`src/rtl/rv_fetch_pc.sv`:
```
// rv_fetch_pc -- instruction fetch front end.
// Owns the fetch PC and issues one request at a time on the instruction bus.
// Each fetched word is held in a registered output buffer until decode takes
// it. Redirects from execute override everything except reset.
// Define RV_BRANCH_PRED_EN to build the direct-mapped BTB. Without it the
// next PC is always sequential and the i_bp_* inputs are unused.
module rv_fetch_pc #(
   parameter int unsigned IADDR_SPACE_BITS = 32,
   parameter logic [31:0] RESET_ADDR       = 32'h0000_0000,
   parameter int unsigned BTB_ENTRIES      = 8
) (
   input  logic                        i_clk,
   input  logic                        i_reset,
   input  logic                        i_stall,
   input  logic                        i_redirect,
   input  logic [IADDR_SPACE_BITS-1:0] i_redirect_pc,
   input  logic                        i_bp_update,
   input  logic [IADDR_SPACE_BITS-1:0] i_bp_pc,
   input  logic [IADDR_SPACE_BITS-1:0] i_bp_target,
   input  logic                        i_bp_taken,
   output logic                        o_ibus_req,
   output logic [IADDR_SPACE_BITS-1:0] o_ibus_addr,
   input  logic                        i_ibus_ack,
   input  logic [31:0]                 i_ibus_data,
   output logic                        o_valid,
   output logic [31:0]                 o_instr,
   output logic [IADDR_SPACE_BITS-1:0] o_pc,
   output logic [IADDR_SPACE_BITS-1:0] o_pc_next,
   output logic                        o_branch_pred
);

   localparam int unsigned   AW          = IADDR_SPACE_BITS;
   localparam int unsigned   IDX_W       = $clog2(BTB_ENTRIES);
   localparam int unsigned   TAG_W       = AW - 2 - IDX_W;
   localparam logic [AW-1:0] RST_PC      = RESET_ADDR[AW-1:0];
   localparam logic [AW-1:0] RST_PC_NEXT = RST_PC + AW'(4);
   localparam logic [31:0]   NOP_INSTR   = 32'h0000_0013;

   typedef enum logic [1:0] {
      IDLE    = 2'd0,
      REQ     = 2'd1,
      HOLD    = 2'd2,
      DISCARD = 2'd3
   } state_e;

   state_e        state_q;
   logic [AW-1:0] fetch_pc_q;
   logic [AW-1:0] ibus_addr_q;
   logic          ibus_req_q;
   logic          valid_q;
   logic [31:0]   instr_q;
   logic [AW-1:0] pc_q;
   logic [AW-1:0] pc_next_q;
   logic          branch_pred_q;

   logic [AW-1:0] redirect_pc;
   logic [AW-1:0] seq_pc;
   logic [AW-1:0] pred_pc;
   logic [AW-1:0] btb_target;
   logic          btb_hit;
   logic          unused_bits;

   assign redirect_pc = {i_redirect_pc[AW-1:2], 2'b00};
   assign seq_pc      = fetch_pc_q + AW'(4);
   assign pred_pc     = btb_hit ? btb_target : seq_pc;

`ifdef RV_BRANCH_PRED_EN
   logic [BTB_ENTRIES-1:0] btb_valid_q;
   logic [TAG_W-1:0]       btb_tag_q    [BTB_ENTRIES];
   logic [AW-1:0]          btb_target_q [BTB_ENTRIES];
   logic [IDX_W-1:0]       lkp_idx;
   logic [TAG_W-1:0]       lkp_tag;
   logic [IDX_W-1:0]       upd_idx;
   logic [TAG_W-1:0]       upd_tag;

   assign lkp_idx     = fetch_pc_q[2 +: IDX_W];
   assign lkp_tag     = fetch_pc_q[AW-1 -: TAG_W];
   assign upd_idx     = i_bp_pc[2 +: IDX_W];
   assign upd_tag     = i_bp_pc[AW-1 -: TAG_W];
   assign btb_hit     = btb_valid_q[lkp_idx] && (btb_tag_q[lkp_idx] == lkp_tag);
   assign btb_target  = btb_target_q[lkp_idx];
   assign unused_bits = ^{i_redirect_pc[1:0], i_bp_pc[1:0], i_bp_target[1:0]};

   // BTB valid bits: set on taken training, cleared on not-taken tag match
   always_ff @(posedge i_clk) begin
      if (i_reset) begin
         btb_valid_q <= '0;
      end else if (i_bp_update) begin
         if (i_bp_taken) begin
            btb_valid_q[upd_idx] <= 1'b1;
         end else if (btb_tag_q[upd_idx] == upd_tag) begin
            btb_valid_q[upd_idx] <= 1'b0;
         end
      end
   end

   // BTB payload written on taken training; lookups this cycle see old data
   always_ff @(posedge i_clk) begin
      // NOTE: tag/target arrays are not reset; a cleared valid bit makes their contents irrelevant.
      if (!i_reset && i_bp_update && i_bp_taken) begin
         btb_tag_q[upd_idx]    <= upd_tag;
         btb_target_q[upd_idx] <= {i_bp_target[AW-1:2], 2'b00};
      end
   end
`else
   assign btb_hit     = 1'b0;
   assign btb_target  = '0;
   assign unused_bits = ^{i_redirect_pc[1:0], i_bp_update, i_bp_pc, i_bp_target, i_bp_taken};
`endif

   // Fetch sequencer: state, bus request/address and output buffer
   always_ff @(posedge i_clk) begin
      // NOTE: every register here uses non-blocking assignment so all of them see pre-edge values.
      if (i_reset) begin
         state_q       <= IDLE;
         fetch_pc_q    <= RST_PC;
         ibus_req_q    <= 1'b0;
         ibus_addr_q   <= RST_PC;
         valid_q       <= 1'b0;
         instr_q       <= NOP_INSTR;
         pc_q          <= RST_PC;
         pc_next_q     <= RST_PC_NEXT;
         branch_pred_q <= 1'b0;
      end else if (i_redirect) begin
         valid_q    <= 1'b0;
         fetch_pc_q <= redirect_pc;
         if ((state_q == REQ || state_q == DISCARD) && !i_ibus_ack) begin
            // Request still in flight: keep it stable and drop its response later
            state_q <= DISCARD;
         end else begin
            state_q     <= REQ;
            ibus_req_q  <= 1'b1;
            ibus_addr_q <= redirect_pc;
         end
      end else begin
         unique case (state_q)
            IDLE: begin
               state_q     <= REQ;
               ibus_req_q  <= 1'b1;
               ibus_addr_q <= fetch_pc_q;
            end
            REQ: begin
               if (i_ibus_ack) begin
                  state_q       <= HOLD;
                  ibus_req_q    <= 1'b0;
                  valid_q       <= 1'b1;
                  instr_q       <= i_ibus_data;
                  pc_q          <= fetch_pc_q;
                  pc_next_q     <= pred_pc;
                  branch_pred_q <= btb_hit;
                  fetch_pc_q    <= pred_pc;
               end
            end
            HOLD: begin
               if (!i_stall) begin
                  state_q     <= REQ;
                  valid_q     <= 1'b0;
                  ibus_req_q  <= 1'b1;
                  ibus_addr_q <= fetch_pc_q;
               end
            end
            DISCARD: begin
               if (i_ibus_ack) begin
                  state_q     <= REQ;
                  ibus_addr_q <= fetch_pc_q;
               end
            end
            default: begin
               state_q <= IDLE;
            end
         endcase
      end
   end

   assign o_ibus_req    = ibus_req_q;
   assign o_ibus_addr   = ibus_addr_q;
   assign o_valid       = valid_q;
   assign o_instr       = instr_q;
   assign o_pc          = pc_q;
   assign o_pc_next     = pc_next_q;
   assign o_branch_pred = branch_pred_q;

endmodule
```
`config.mk`:
```
export PLATFORM = sky130hd
export DESIGN_NAME = rv_fetch_pc
export DESIGN_NICKNAME = d
export VERILOG_FILES = /design/src/rtl/rv_fetch_pc.sv
export SDC_FILE = /design/constraint.sdc
export NUM_CORES = 1
export LEC_CHECK = 0
export CORE_MARGIN = 2
export CORE_UTILIZATION = 35
export CTS_BUF_LIST = sky130_fd_sc_hd__clkbuf_16
export DETAILED_ROUTE_END_ITERATION = 6
export GPL_ROUTABILITY_DRIVEN = 0
export GPL_TIMING_DRIVEN = 0
export PLACE_DENSITY = 0.68
export RECOVER_POWER = 50
export SYNTH_ARGS = -nofsm -noshare
export SYNTH_HDL_FRONTEND = slang
export SYNTH_SLANG_ARGS = --single-unit
```
`constraint.sdc`:
```
create_clock -name i_clk -period 2.1 [get_ports i_clk]
set_clock_uncertainty 0.1 [all_clocks]
set_input_delay 0.42 -clock i_clk [delete_from_list [all_inputs] [get_ports i_clk]]
set_output_delay 0.42 -clock i_clk [all_outputs]
set_load 0.02 [all_outputs]
```
Yosys cells after proc, flatten, opt, wreduce, memory -nomap -nowiden
Index checks and enable logic that the tools add are counted.
{"block": "totals", "in_bits": 135, "word_cells": 59, "regBits": 164, "out_inout_bits": 131}
{"block": "op_classes", "eq_ne": 9, "n_bitwise": 1, "addsub": 1, "n_mux": 22, "n_reduce_logical": 17}
{"cell": "32-bit two-way mux", "n": 7}
{"cell": "32-bit case mux with 3 select lines", "n": 1}
{"cell": "32-bit by 3-bit adder with 32-bit output (second input constant)", "n": 1}
{"cell": "2-bit two-way mux", "n": 5}
{"cell": "3-bit != test (second input constant)", "n": 3}
{"cell": "3-bit AND reduction", "n": 3}
{"cell": "2-bit case mux with 4 select lines", "n": 1}
{"cell": "4-bit AND reduction", "n": 2}
{"cell": "4-bit nonzero test", "n": 2}
{"cell": "1-bit two-way mux", "n": 6}
{"cell": "2-bit != test (second input constant)", "n": 3}
{"cell": "2-bit nonzero test", "n": 3}
{"cell": "2-bit == test (second input constant)", "n": 2}
{"cell": "2-bit AND reduction", "n": 2}
{"cell": "1-bit case mux with 3 select lines", "n": 1}
{"cell": "2-bit by 1-bit == test with 1-bit output (second input constant)", "n": 1}
{"cell": "2-bit zero test", "n": 1}
{"cell": "1-bit case mux with 2 select lines", "n": 1}
{"cell": "2-bit OR reduction", "n": 1}
{"cell": "1-bit logical AND", "n": 1}
{"cell": "1-bit zero test", "n": 1}
{"cell": "1-bit logical OR", "n": 1}
{"cell": "1-bit inverter", "n": 1}

Longest topological paths before layout
{"block": "depth", "ltp_word": 5, "mapped_depth": 7, "depth_no_buf": 5}

Worst setup path before layout
No wires, ideal clock.
{"block": "synth_timing", "path_kind": "reg-to-reg", "start": "register fetch_pc_q[2]", "end": "register fetch_pc_q[28]", "period_less_slack_ps": 2322, "stages_incl_launch_ff": 7, "setup_slack_ps": -222, "n_path_buf": 1, "setup_time_ps": 91, "arrival_time_ps": 2131, "t_required_ps": 1909, "cell_sequence": "dfxtp_1 ha_1 nand3_1 or4_1 buf_2 or4_1 a311oi_1"}
{"block": "synth_between", "elab_chain_len": 4}
{"item": "from (decl)", "line": "47", "source": "logic [AW-1:0] fetch_pc_q;"}
{"item": "from (signal assigned)", "line": "126", "source": "fetch_pc_q <= redirect_pc;"}
{"item": "from (signal assigned)", "line": "151", "source": "fetch_pc_q <= pred_pc;"}
{"item": "32-bit by 3-bit adder with 32-bit output", "line": "64", "source": "assign seq_pc = fetch_pc_q + AW'(4);"}
{"item": "32-bit two-way mux", "line": "143", "source": "if (i_ibus_ack) begin"}
{"item": "32-bit two-way mux", "line": "136", "source": "unique case (state_q)"}
{"item": "32-bit two-way mux", "line": "124", "source": "end else if (i_redirect) begin"}
Every way passes these cells. The select of a mux whose other input is x is not followed.
A chain may end at the register's enable or synchronous reset.

Final worst setup path
{"block": "layout_timing", "start": "register fetch_pc_q[16]", "end": "register fetch_pc_q[26]"}
The elaborated chain is that of the path after synthesis.

==> results_dict.tcl <==
set metrics [dict create \
    dp_hpwl_um 18400 \
    r2r_end "fetch_pc_q[26]" \
    cts.path.max_buffers 2 \
    grtUsageTotal_pct 23.8 \
    end_kind "flop" \
    root_buffer "clkbuf_16" \
    fin_crit_ps 2130 \
    powerDensity_nw_per_um2 728 \
    ir_drop_v 0.000527 \
    numCtsBuffers 17 \
    instances_no_fill 1381 \
    seq_area_frac_synth_pct 44.3 \
    status "finished with violations" \
    antenna_left 0 \
    relSlewSlack_pct 52.5 \
    timing.fmax_ghz 0.469 \
    startpoint_type "flop" \
    drive_gt1_share_pct 14.1 \
    crit_fanout 8 \
    drc 0 \
    clock_latency_ps 430 \
    maxSlewViolCount 0 \
    clk_pin_slew_worst_paths_ps 70 \
    synth_edf_count 0 \
    setup_viol 2 \
    min_from "i_ibus_ack" \
    violations "setup timing" \
    leakage_nw 3.78 \
    syn2layout_area_growth_pct 46.5 \
    synth_flop_cell "dfxtp_1" \
    antenna_found_initial 1 \
    finalHoldViolations 0 \
    ys_types 57 \
    max-cap-violations 0 \
    dr.pass1.iters 5 \
    crit_required_ps 2340 \
    ys_async_sr_fraction_pct 0 \
    layout_worst_path_cycle_share_pct 102 \
    tritoncts "yes" \
    num_io_pins 266 \
    totalWireLength_um 26200 \
    hold_path.class "in2reg" \
    dpl.cell_count 1326 \
    arrival_ps 2380 \
    grt_pass1_wl_um 40000 \
    first_iter_violations 758 \
    wl_per_cell_um 18.9 \
    p_total_w 0.00752 \
    rsz0062_at_grt "yes" \
    dieArea_um2 21300 \
    clock-sinks 156 \
    num_rows 51 \
    final_util_pct 52.6 \
    setup_slack_ps -34.5 \
    hold_buffers 0 \
    cts_htree_levels 4 \
    coreArea_um2 19700 \
    ys_seq_elements 156 \
    die_w_um 146 \
    synth-warning-count 0 \
    grt_start_max_net_pins 17 \
    final_nets 1238 \
    syn_avg_cell_area_um2 8.13 \
    grt_pass1_vias 7072 \
    critPathKind "reg2reg" \
    vias_per_cell 5.46 \
    io_buffers 187 \
    vias 7535 \
    die_h_um 146 \
    start_util_pct 35.9 \
    reg2reg_depth 5 \
    synth.cell_area_um2 7060 \
    rr_startpoint "fetch_pc_q[16]" \
    hold_depth 3 \
    gr-total-overflow 0 \
    r2r_slack_ps -30 \
    worst_pin_slew_ps 713 \
    min_to "o_valid" \
    syn_inst 868 \
]
## state kept, by name, indices dropped and copies added (netlist names)
signal	count
o_pc	30
o_pc_next	30
o_ibus_addr	30
fetch_pc_q	30
o_instr	32
o_valid	1
state_q	2
o_ibus_req	1
## layer usage
layer	vias to the layer above	global-route usage (%)	routed length (um)	part of all wire (%)
met3	57	5.33	2480	9.5
met5	-	0	0	0
met4	0	7.91	685	2.6
met2	420	37.4	11800	45
met1	3503	32.4	11200	43
li1	3555	-	-	-
## synthesized netlist by cell type (2+ instances only)
library cell | instances | share of area [%]
nand4_1 | 15 | 1.3
nor2b_1 | 3 | 0.27
and4_1 | 9 | 1.1
xor2_1 | 5 | 0.62
or4_1 | 12 | 1.3
o2111ai_1 | 2 | 0.25
o21a_1 | 3 | 0.32
a311oi_1 | 17 | 2.1
nand2b_1 | 2 | 0.18
or4b_2 | 2 | 0.28
or3_1 | 15 | 1.3
mux2i_1 | 24 | 3.4
nand4_4 | 2 | 0.60
buf_2 | 10 | 0.71
o21ai_0 | 41 | 2.9
a22oi_1 | 6 | 0.64
o221ai_1 | 2 | 0.25
dfxtp_1 | 156 | 44
clkbuf_1 | 77 | 4.1
a31oi_1 | 8 | 0.71
or2_2 | 4 | 0.35
o2111a_1 | 2 | 0.32
buf_1 | 5 | 0.27
a21oi_1 | 77 | 5.5
inv_1 | 6 | 0.32
o31a_1 | 3 | 0.37
nor4_1 | 8 | 0.71
buf_6 | 3 | 0.48
nand3_1 | 16 | 1.1
nor2_1 | 66 | 3.5
and3_1 | 3 | 0.27
a211oi_1 | 40 | 4.3
nor3_1 | 18 | 1.3
nand2_1 | 151 | 8.0
o31ai_1 | 9 | 0.96
a2111oi_0 | 3 | 0.37
xnor2_1 | 14 | 1.7
o211ai_1 | 3 | 0.32
buf_4 | 8 | 0.85
## logic make-up after synthesis
logic type / count (synthesis) / share of synthesized area (%)
flip-flops: 156 / 44.3
buffers and inverters: 109 / 6.72
AND/OR/NAND/NOR: 333 / 22.5
multiplexers: 24 / 3.40
XOR/XNOR: 19 / 2.36
AO/OA/AOI/OAI: 225 / 20.5
adder cells (fa/ha/maj): 1 / 0.177
other: 1 / 0.0531
## worst max-delay path by stage
stage	slack (ps)	startpoint	endpoint
finish	-30	fetch_pc_q[16]	fetch_pc_q[26]
detailed placement	-960	i_redirect	o_pc_next[24]
CTS	0.8	state_q[0]	fetch_pc_q[18]
floorplan	-2	fetch_pc_q[10]	fetch_pc_q[26]
global placement	-910	i_redirect	o_pc_next[24]
global route	-110	state_q[0]	fetch_pc_q[25]
## power breakdown
group          total [W]  internal [W]  switching, W  leakage [nW]
Sequential       0.00323       0.00312      0.000107          1.28
Clock            0.00301       0.00165       0.00136         0.263
Combinational    0.00129      0.000558      0.000729          2.24
## what timing repair did
action	in CTS	in global routing
gates resized for setup	45	63
endpoints found under the setup margin	115	78
buffers inserted	29	4
pin swaps	9	9
## placed cells by master, fill, tap and decap left out, types with 4 or more instances in the layout
cell / synthesis / routed
and4_1: 9 / 5
or3_1: 15 / 11
a22oi_1: 6 / 5
a311oi_1: 17 / 15
inv_1: 6 / 6
clkdlybuf4s50_1: 0 / 122
xnor2_1: 14 / 14
xor2_1: 5 / 5
o21ai_0: 41 / 41
dfxtp_1: 156 / 145
clkbuf_16: 0 / 17
nand3_1: 16 / 14
buf_4: 8 / 42
conb_1: 1 / 7
clkbuf_2: 0 / 20
a21oi_1: 77 / 77
mux2i_1: 24 / 24
a31oi_1: 8 / 7
o31ai_1: 9 / 9
clkinvlp_4: 0 / 5
nor2_1: 66 / 66
nand4_1: 15 / 15
nor4_1: 8 / 7
a211oi_1: 40 / 40
inv_6: 0 / 5
dfxtp_2: 0 / 8
nand2_1: 151 / 150
dlygate4sd3_1: 0 / 65
buf_6: 3 / 11
or4_1: 12 / 9
nor3_1: 18 / 17
or3_4: 0 / 4
clkbuf_1: 77 / 47
## cell type report
cell class,count,area (um2)
Timing Repair Buffer,220,2120
Multi-Input combinational cell,609,3640
Tap cell,265,332
Antenna cell,1,2.50
Clock buffer,17,425
Fill cell,1908,9320
Inverter,6,22.5
Buffer,92,509
Sequential cell,156,3140
Clock inverter,15,140
## metrics by stage
step	hold WS, ps	area (um2)	setup WS, ps	TNS [ps]
after floorplan	390	7120	-1.91	-1.91
after global placement	341	9320	-906	-74960
after detailed placement	346	9320	-962	-80380
after CTS	314	10200	0.845	0
after global routing	367	10300	-114	-838
final	326	10300	-34.5	-36.0
## worst max-delay path, stage by stage, from the launching register on
cell and delay [ps]:
dfxtp_1 340, buf_6 100, nand4_1 130, or4_4 580, or4_4 530, a311oi_2 260
Note: power is estimated with default switching activity, not from simulation.
